### src/rtl/randomizer_pkg.sv
// Shared constants and types for the LFSR randomizer and its sequencing controller.
package randomizer_pkg;

    localparam int unsigned LfsrWidth = 16;

    // Fibonacci feedback taps (bit indices)
    localparam int unsigned TapA = 15;
    localparam int unsigned TapB = 10;
    localparam int unsigned TapC = 9;
    localparam int unsigned TapD = 5;

    localparam logic [LfsrWidth-1:0] DefaultSeed = 16'hACE1;

    typedef enum logic [1:0] {
        StSeed,
        StWait,
        StReady
    } state_e;

    // One shift of the randomizer: feedback enters at the MSB, state moves toward bit 0
    function automatic logic [LfsrWidth-1:0] lfsr_next(input logic [LfsrWidth-1:0] v);
        return {v[TapA] ^ v[TapB] ^ v[TapC] ^ v[TapD], v[LfsrWidth-1:1]};
    endfunction

endpackage

### src/rtl/rr_arbiter.sv
// Combinational round-robin arbiter: first active request at or after ptr wins.
module rr_arbiter #(
    parameter int unsigned NREQ = 4
) (
    input  logic [NREQ-1:0]         req,
    input  logic [$clog2(NREQ)-1:0] ptr,
    output logic [NREQ-1:0]         gnt_oh,
    output logic [$clog2(NREQ)-1:0] gnt_idx
);

    localparam int unsigned IW = $clog2(NREQ);

    logic              found;
    int unsigned       sum;
    logic [IW-1:0]     idx;

    // Scan requesters in rotated order starting from ptr, take the first hit
    always_comb begin
        gnt_oh  = '0;
        gnt_idx = '0;
        found   = 1'b0;
        sum     = 0;
        idx     = '0;
        for (int unsigned i = 0; i < NREQ; i++) begin
            sum = 32'(ptr) + i;
            idx = IW'(sum % NREQ);
            if (!found && req[idx]) begin
                found       = 1'b1;
                gnt_oh[idx] = 1'b1;
                gnt_idx     = idx;
            end
        end
    end

endmodule

### src/rtl/randomizer_ctrl.sv
// Seeds the LFSR randomizer, enforces a shift gap between issued values, recovers from
// the all-zero lockup state and shares the generator among NREQ round-robin requesters.
module randomizer_ctrl
    import randomizer_pkg::*;
#(
    parameter int unsigned          NREQ = 4,
    parameter int unsigned          STEP = 16,
    parameter logic [LfsrWidth-1:0] SEED = DefaultSeed
) (
    input  logic                    clk,
    input  logic                    rst,
    input  logic                    seed_valid,
    input  logic [LfsrWidth-1:0]    seed,
    output logic                    seed_ready,
    input  logic [NREQ-1:0]         req,
    output logic [NREQ-1:0]         gnt,
    output logic                    rnd_valid,
    output logic [LfsrWidth-1:0]    rnd_data,
    output logic [$clog2(NREQ)-1:0] rnd_id,
    output logic                    lockup,
    output logic [LfsrWidth-1:0]    lfsr_ic,
    output logic                    lfsr_start,
    input  logic [LfsrWidth-1:0]    lfsr_q
);

    localparam int unsigned IW = $clog2(NREQ);
    localparam int unsigned CW = (STEP > 1) ? $clog2(STEP) : 1;

    state_e                 state_q;
    logic [LfsrWidth-1:0]   seed_reg_q;
    logic [IW-1:0]          rr_ptr_q;
    logic [CW-1:0]          step_cnt_q;
    logic [NREQ-1:0]        gnt_q;
    logic                   rnd_valid_q;
    logic [LfsrWidth-1:0]   rnd_data_q;
    logic [IW-1:0]          rnd_id_q;
    logic                   lockup_q;

    logic                   seed_accept;
    logic                   zero_state;
    logic [NREQ-1:0]        arb_oh;
    logic [IW-1:0]          arb_idx;

    rr_arbiter #(
        .NREQ (NREQ)
    ) u_arb (
        .req     (req),
        .ptr     (rr_ptr_q),
        .gnt_oh  (arb_oh),
        .gnt_idx (arb_idx)
    );

    // Decoded controls; reset forces a seed load so the randomizer starts from SEED
    always_comb begin
        seed_ready  = ~rst & (state_q != StSeed);
        lfsr_start  = rst | (state_q == StSeed);
        lfsr_ic     = rst ? SEED : seed_reg_q;
        seed_accept = seed_valid & seed_ready;
        // SEED is excluded: the LFSR output is stale until the load lands
        zero_state  = (state_q != StSeed) && (lfsr_q == '0);
    end

    // Sequencer FSM with registered grant and lockup outputs
    always_ff @(posedge clk or posedge rst) begin
        if (rst) begin
            state_q     <= StSeed;
            seed_reg_q  <= SEED;
            rr_ptr_q    <= '0;
            step_cnt_q  <= '0;
            gnt_q       <= '0;
            rnd_valid_q <= 1'b0;
            rnd_data_q  <= '0;
            rnd_id_q    <= '0;
            lockup_q    <= 1'b0;
        end else begin
            gnt_q       <= '0;
            rnd_valid_q <= 1'b0;
            lockup_q    <= 1'b0;
            if (seed_accept) begin
                seed_reg_q <= (seed == '0) ? SEED : seed;
                state_q    <= StSeed;
            end else if (zero_state) begin
                // Never reuse the user seed here, it may be the one that locked up
                seed_reg_q <= SEED;
                state_q    <= StSeed;
                lockup_q   <= 1'b1;
            end else begin
                unique case (state_q)
                    StSeed: begin
                        step_cnt_q <= '0;
                        state_q    <= StWait;
                    end
                    StWait: begin
                        step_cnt_q <= step_cnt_q + 1'b1;
                        if (step_cnt_q == CW'(STEP - 1)) begin
                            state_q <= StReady;
                        end
                    end
                    StReady: begin
                        if (|req) begin
                            gnt_q       <= arb_oh;
                            rnd_valid_q <= 1'b1;
                            rnd_data_q  <= lfsr_q;
                            rnd_id_q    <= arb_idx;
                            rr_ptr_q    <= (arb_idx == IW'(NREQ - 1)) ? '0 : arb_idx + 1'b1;
                            step_cnt_q  <= '0;
                            state_q     <= StWait;
                        end
                    end
                    default: state_q <= StSeed;
                endcase
            end
        end
    end

    assign gnt       = gnt_q;
    assign rnd_valid = rnd_valid_q;
    assign rnd_data  = rnd_data_q;
    assign rnd_id    = rnd_id_q;
    assign lockup    = lockup_q;

endmodule

### config.mk
export PLATFORM = sky130hd
export DESIGN_NAME = randomizer_ctrl
export DESIGN_NICKNAME = d
export VERILOG_FILES = /design/src/rtl/randomizer_pkg.sv /design/src/rtl/rr_arbiter.sv /design/src/rtl/randomizer_ctrl.sv
export SDC_FILE = /design/constraint.sdc
export NUM_CORES = 1
export LEC_CHECK = 0
export CORE_MARGIN = 10
export CORE_UTILIZATION = 46
export DETAILED_ROUTE_END_ITERATION = 10
export PLACE_DENSITY = 0.85
export SYNTH_ARGS = -nofsm -noshare
export SYNTH_HDL_FRONTEND = slang
export SYNTH_SLANG_ARGS = --single-unit
### constraint.sdc
create_clock -name clk -period 3.2 [get_ports clk]
set_clock_uncertainty 0.05 [all_clocks]
set_input_delay 0.96 -clock clk [delete_from_list [all_inputs] [get_ports clk]]
set_output_delay 0.96 -clock clk [all_outputs]
set_load 0.02 [all_outputs]
==> results of run 1 <==
==> cell usage after synthesis (2+ instances only) <==
cell type,number,share of area
mux2_2,7,0.032
a21oi_1,7,0.014
nand2b_1,4,0.010
clkbuf_1,3,0.0045
buf_6,2,0.0090
or2_2,9,0.023
nand3_1,4,0.0080
nand2_1,13,0.020
dfrtp_1,40,0.40
buf_2,6,0.012
ha_1,9,0.045
a31oi_1,2,0.0050
dfstp_2,8,0.084
o21ai_0,11,0.022
a22o_1,9,0.032
or4_1,2,0.0060
a211oi_1,3,0.0090
or3_1,3,0.0075
nor2b_1,11,0.028
nor4_1,7,0.018
nand4_1,2,0.0050
o22a_1,9,0.032
inv_1,6,0.0090
nor3b_1,2,0.0060
nor2_1,11,0.017
mux2i_1,2,0.0080
mux2_1,11,0.050
a222oi_1,4,0.016
o211ai_1,2,0.0060
==> sequential cells by signal (all words and copies together), names as in the netlist, named ones only <==
register,count
seed_reg_q,16
step_cnt_q,4
gnt,4
rnd_id,2
rr_ptr_q,1
rnd_data,16
state_q,2
rnd_valid,1
lockup,1
==> final cells by class <==
cell class	count	area, um^2	area share
clock inverters	2	13.8	0.00392
multi-input cells	162	1200	0.342
well taps	70	87.6	0.0249
clock buffers	6	82.6	0.0235
inverters	6	22.5	0.00641
repair buffers	93	896	0.255
flip-flops and latches	48	1210	0.345
==> per-layer routing <==
layer | track usage | vias to the layer above
met4 | 0.0304 | 0
met3 | 0.0544 | 6
met1 | 0.178 | 1040
met2 | 0.260 | 65
met5 | 0 | -
li1 | - | 1011
==> power breakdown <==
part | switching [mW] | internal, mW
Combinational | 0.208 | 0.210
Clock | 0.200 | 0.177
Sequential | 0.0462 | 0.693
Total | 0.455 | 1.08
==> what timing repair did <==
item	CTS	global route
cloned	0	0
hold buffers	0	0
pin swaps	0	0
gates resized for setup	22	2
setup endpoints to repair	18	2
==> kinds of logic after synthesis <==
group           synth area share
buf+inv                   0.0346
xor+xnor                 0.00701
compound gates             0.158
simple gates               0.182
fa+ha+maj                 0.0451
flops                      0.485
mux                       0.0891
==> final timing paths <==
kind	cells after the start	endpoint	slack (ns)	start
min in group asynchronous	3	seed_reg_q[2]	1.05	rst
hold / removal	1	step_cnt_q[3]	0.44	step_cnt_q[3]
setup / recovery	4	lfsr_ic[11]	0.03	rst
hold reg to reg	1	step_cnt_q[3]	0.44	step_cnt_q[3]
max in group asynchronous	4	asynchronous set/reset pin	1.52	rst
setup reg to reg	8	rr_ptr_q[1]	0.51	register
==> qor.yml, run 1 <==
setup_viol: 0
fmaxAchievable_mhz: 315
grt_start_max_net_pins: 24
path_max_fanout: 19
layout_commonest_cell: "clkdlybuf4s50_1"
grt_overflow: 0
htreeDepth: 2
dr.max_layer_used: "met4"
nets: 364
die_h_um: 93.7
clk_pin_slew_ns: 0.09
worstPathRequired_ns: 2.19
path_cells: "clkdlybuf4s50_1 > buf_12 > or2_2 > dlygate4sd2_1"
maxCapViolations: 0
final_area_um2: 3510
syn_to_final_growth_pct: 40.7
worstMarginPinSlew_ns: 0.574
synth_enable_flop_cells: 0
placed_cell_area_um2: 3430
wl_met2_um: 3330
hold_viol: 0
cts_setup_buffers: 0
met1Wirelength_um: 2700
ir_worst_vdd_uv: 206
drive_gt1_frac: 0.158
finalPower_mw: 1.53
design.core.area_um2: 5170
rsz0062_at_grt: "false"
io-pin-count: 81
worst_slack_ns: 0.0274
antenna_found_initial: 0
drc_errors: 0
syn_inst: 227
slew_violations: 0
critical_path_class: "primary input to output port"
critical_path_arrival_ns: 2.16
io_buffers: 80
yosysWarningCount: 0
routed_via_density: 5.48
ant_nets: 0
cts_inserted_buffers: 5
first_pass_iters: 5
clock_latency_ns: 0.30
power.leakage_nw: 1.57
powerDensity_nw_per_um2: 436
maxSlewHeadroom: 0.613
grt_pass1_vias: 2202
num_rows: 26
syn_area_um2: 2500
wirelength_um: 6590
cp-end-kind: "output port"
hold_ws_ns: 0.439
critPathTopFamily: "buffers and inverters"
critPathMaxStageDelay_ns: 0.45
nFillCells: 408
fin_crit_sh: 0.991
period_minus_slack_ns: 3.17
dieArea_um2: 8780
wl_met3_um: 512
grt_use_total: 0.152
n_antenna_cell: 0
routabilityCongestion: 0.842
cp_num_buf_inv: 3
cts-root-buf: "clkbuf_8"
pre_cts_ws_ns: -0.230
grt_pass1_wl_um: 10800
synth_cell_type_count: 47
seq_area_frac_synth: 0.485
vias: 2122
synth_seq_cells: 48
syn_area_per_cell_um2: 11.0
drtIter0Drc: 79
cts_tree: "built"
critPathLaunchType: "primary input"
dp.cells: 379
fin_cells: 387
status: "completed"
clkSinkCount: 48
ys_async_sr_fraction: 1.00
cts.path.max_buffers: 2
setup_tns_ns: 0
die_x_um: 93.7
syn_nets: 275
final_util: 0.679
holdCritPathClass: "register to register"
post-dp-hpwl_um: 5160
final_cell_mix: "clkdlybuf4s50_1 (62), dfrtp_1 (40), nand2_1 (13)"
initial_core_util: 0.483
cpMaxStageDelayCell: "clkdlybuf4s50_1"
dominantRegCellSynth: "dfrtp_1"
wl_per_cell_um: 17.0
(Power assumes the default switching activity.)
==> run 2: changes to the inputs <==
CORE_MARGIN = not set   (was 10)
SKIP_LAST_GASP = 1   (was not set)
SLEW_MARGIN = 30   (was not set)
==> qor.yml, run 2 (same netlist as run 1, synthesis figures left out) <==
syn_to_final_growth_pct: 39.7
nFillCells: 403
cts_tree: "built"
finalPower_mw: 1.50
die_x_um: 75.7
grt_pass1_wl_um: 9180
nets: 364
setup_tns_ns: 0
vias: 2108
initial_core_util: 0.483
drc_errors: 0
hold_ws_ns: 0.444
grt_use_total: 0.213
dp.cells: 379
fin_cells: 387
setup_viol: 0
grt_overflow: 0
drive_gt1_frac: 0.164
powerDensity_nw_per_um2: 430
post-dp-hpwl_um: 4440
worstPathRequired_ns: 2.19
ir_worst_vdd_uv: 230
htreeDepth: 2
clock_latency_ns: 0.29
wl_per_cell_um: 15.0
pre_cts_ws_ns: -0.215
drtIter0Drc: 75
design.core.area_um2: 5170
cts-root-buf: "clkbuf_8"
die_h_um: 75.7
critical_path_arrival_ns: 2.16
routed_via_density: 5.45
status: "completed"
ant_nets: 0
dieArea_um2: 5730
slew_violations: 0
path_max_fanout: 19
fin_crit_sh: 0.991
routabilityCongestion: 0.788
num_rows: 26
grt_pass1_vias: 2018
worst_slack_ns: 0.0277
io_buffers: 80
cp-end-kind: "output port"
worstMarginPinSlew_ns: 0.557
multi_input_area_um2: 1200
power.leakage_nw: 1.56
clk_pin_slew_ns: 0.09
clkSinkCount: 48
antenna_found_initial: 0
final-seq-area_um2: 1210
cts_inserted_buffers: 5
layout_commonest_cell: "clkdlybuf4s50_1"
critical_path_class: "primary input to output port"
io-pin-count: 81
cts_setup_buffers: 0
fmaxAchievable_mhz: 315
first_pass_iters: 4
final_cell_mix: "clkdlybuf4s50_1 (62), dfrtp_1 (40), nand2_1 (13)"
rsz0062_at_grt: "false"
cts.path.max_buffers: 2
maxCapViolations: 0
wirelength_um: 5820
holdCritPathClass: "register to register"
hold_viol: 0
period_minus_slack_ns: 3.17
grt_start_max_net_pins: 27
critPathLaunchType: "primary input"
n_antenna_cell: 0
maxSlewHeadroom: 0.625
==> run 2: repair_timing <==
item                       in CTS  in global routing
hold buffers                    0                  0
pin swaps                       0                  0
setup endpoints to repair      18                  8
cloned                          0                  0
resized for setup              21                  8
==> run 2: through the flow <==
step / utilization / area (um^2)
after floorplan: - / 2500
after global placement: 0.664 / 3430
after detailed placement: 0.664 / 3430
after CTS: 0.677 / 3500
after global routing: 0.675 / 3490
final: 0.675 / 3490
==> run 2: area by class of cell <==
cell class,instances,area share
well taps,70,0.0251
clock buffers,6,0.0208
repair buffers,93,0.253
clock inverters,2,0.00358
inverters,6,0.00645
multi-input cells,162,0.344
flip-flops and latches,48,0.347
==> run 2: power by group <==
part           switching [mW]  internal (mW)  leakage [nW]
clock network           0.194          0.153        0.0412
logic                   0.206          0.209         0.905
registers              0.0471          0.693         0.616
==> run 2: worst max-delay path, cell delays in order <==
cell and delay, ns:
clkdlybuf4s50_1 0.46, buf_12 0.17, or2_2 0.29, clkdlybuf4s15_1 0.29
==> run 2: final timing paths <==
| kind | cells past startpoint | slack, ns | end | start |
|---|---|---|---|---|
| setup / recovery | 4 | 0.03 | lfsr_ic[7] | rst |
| hold / removal | 1 | 0.44 | rnd_data[3] | rnd_data[3] |
| setup reg to reg | 8 | 0.55 | rr_ptr_q[1] | register |
| hold reg to reg | 1 | 0.44 | rnd_data[3] | rnd_data[3] |
| max in group asynchronous | 4 | 1.60 | seed_reg_q[15] | rst |
| min in group asynchronous | 4 | 1.18 | rnd_data[0] | rst |
==> run 2: per-layer routing <==
layer	vias up	GRT usage	wire length, um
met5	-	0	0
met4	0	0.0556	54
met3	7	0.0595	391
met2	72	0.364	2950
met1	1008	0.268	2420
li1	1021	-	-
==> run 3: changes to the inputs <==
CORE_UTILIZATION = 50   (was 46)
PLACE_DENSITY = 0.93   (was 0.85)
clock period = 3.8 ns   (was 3.2 ns; I/O delays follow)
==> qor.yml, run 3 (same netlist as run 1, synthesis figures left out) <==
post-dp-hpwl_um: 4330
n_antenna_cell: 0
path_max_fanout: 19
fmaxAchievable_mhz: 266
routabilityCongestion: 0.820
drtIter0Drc: 109
critPathLaunchType: "primary input"
wl_met2_um: 3030
drc_errors: 0
first_pass_iters: 6
wl_per_cell_um: 15.7
clkSinkCount: 48
design.core.area_um2: 4750
io-pin-count: 81
layout_commonest_cell: "clkdlybuf4s50_1"
met1Wirelength_um: 2410
vias: 2129
cts-root-buf: "clkbuf_8"
htreeDepth: 2
worstMarginPinSlew_ns: 0.802
grt_overflow: 0
final_cell_mix: "clkdlybuf4s50_1 (76), dfrtp_1 (40), nand2_1 (13)"
grt_start_max_net_pins: 49
die_x_um: 72.7
die_h_um: 72.7
worstPathRequired_ns: 2.61
num_rows: 25
clk_pin_slew_ns: 0.09
maxCapViolations: 0
fin_crit_sh: 0.990
wirelength_um: 5910
rsz0062_at_grt: "false"
critical_path_class: "primary input to output port"
cts_inserted_buffers: 5
dieArea_um2: 5280
powerDensity_nw_per_um2: 387
status: "completed"
critPathMaxStageDelay_ns: 0.54
critical_path_arrival_ns: 2.57
slew_violations: 0
clock_latency_ns: 0.31
cp_num_buf_inv: 3
maxSlewHeadroom: 0.465
routed_via_density: 5.65
power.leakage_nw: 1.52
final_util: 0.737
cp-end-kind: "output port"
hold_viol: 0
startpoint: "rst"
path_cells: "clkdlybuf4s50_1 > buf_12 > or2_2 > clkdlybuf4s50_1"
wl_met3_um: 347
ant_nets: 0
grt_pass1_vias: 1996
cts_tree: "built"
dr.max_layer_used: "met4"
holdCritPathClass: "register to register"
cts.path.max_buffers: 2
period_minus_slack_ns: 3.76
io_buffers: 80
nets: 357
grt_pass1_wl_um: 9320
r2r-start: "rr_ptr_q[1]"
ir_worst_vdd_uv: 246
drive_gt1_frac: 0.139
hold_start: "rnd_data[0]"
critPathMostFrequentCell: "clkdlybuf4s50_1"
setup_tns_ns: 0
antenna_found_initial: 0
grt_use_total: 0.232
initial_core_util: 0.526
syn_to_final_growth_pct: 40.2
critPathTopFamily: "buffers and inverters"
cpMaxStageDelayCell: "clkdlybuf4s50_1"
setup_viol: 0
[run 3: cell types whose count changed in the layout (fill, tap and decap cells not counted)]
cell / previous run / this run
inv_6: 0 / 1
clkbuf_2: 3 / 0
dlymetal6s2s_1: 0 / 4
clkdlybuf4s15_1: 5 / 0
dlygate4sd2_1: 10 / 0
clkbuf_1: 1 / 0
inv_2: 1 / 0
clkdlybuf4s50_1: 62 / 76
buf_4: 12 / 5
bufinv_16: 0 / 1
[run 3: worst reg2reg max path, stage by stage, from the launching register on]
cell       delay, ns
dfrtp_1         0.56
inv_1           0.22
ha_1            0.47
or3b_1          0.42
a2111oi_2       0.43
or2_2           0.24
o211ai_1        0.15
xor2_1          0.17
o21ai_1         0.12
[run 3: final timing paths]
kind	to	slack (ns)	depth (start not counted)
max	lfsr_ic[10]	0.04	4
min	rnd_data[0]	0.44	1
max reg2reg	rr_ptr_q[1]	0.90	8
min reg2reg	rnd_data[0]	0.44	1
max in group asynchronous	asynchronous set/reset pin	1.80	3
min in group asynchronous	seed_reg_q[9]	1.43	3
[run 3: layer usage]
metal,vias up,global-route usage
li1,997,-
met1,1046,0.285
met2,73,0.400
met3,13,0.0539
met4,0,0.0828
met5,-,0
[run 3: repair_timing]
item                                    in CTS  in global routing
endpoints found under the setup margin       0                  4
hold buffers                                 0                  0
gates resized for setup                      0                  4
setup buffers                                0                  0
[run 3: layout make-up]
| type | count | area, um^2 |
|---|---|---|
| fill | 338 | 1250 |
| sequential | 48 | 1210 |
| multi-input combinational | 162 | 1200 |
| timing repair buffer | 86 | 868 |
| tap | 67 | 83.8 |
| clock buffer | 5 | 68.8 |
| clock inverter | 3 | 46.3 |
| inverter | 6 | 23.8 |
[run 3: through the flow]
step / hold slack, ns / instances / worst slack [ns] / instance area, um^2 / total power, mW
CTS: 0.452 / 377 / 0.00748 / 3490 / 1.37
detailed placement: 0.430 / 369 / 0.0136 / 3380 / 0.991
global route: 0.470 / 377 / 0.000267 / 3500 / 1.43
floorplan: 0.395 / 227 / 0.789 / 2500 / 0.834
finish: 0.445 / 377 / 0.0386 / 3500 / 1.36
global placement: 0.414 / 369 / 0.0415 / 3380 / 0.976
[run 3: power by group]
group	leakage [nW]	internal [mW]	switching, mW	total [mW]
clock network	0.0548	0.198	0.178	0.376
logic	0.850	0.184	0.173	0.357
registers	0.616	0.583	0.0406	0.624
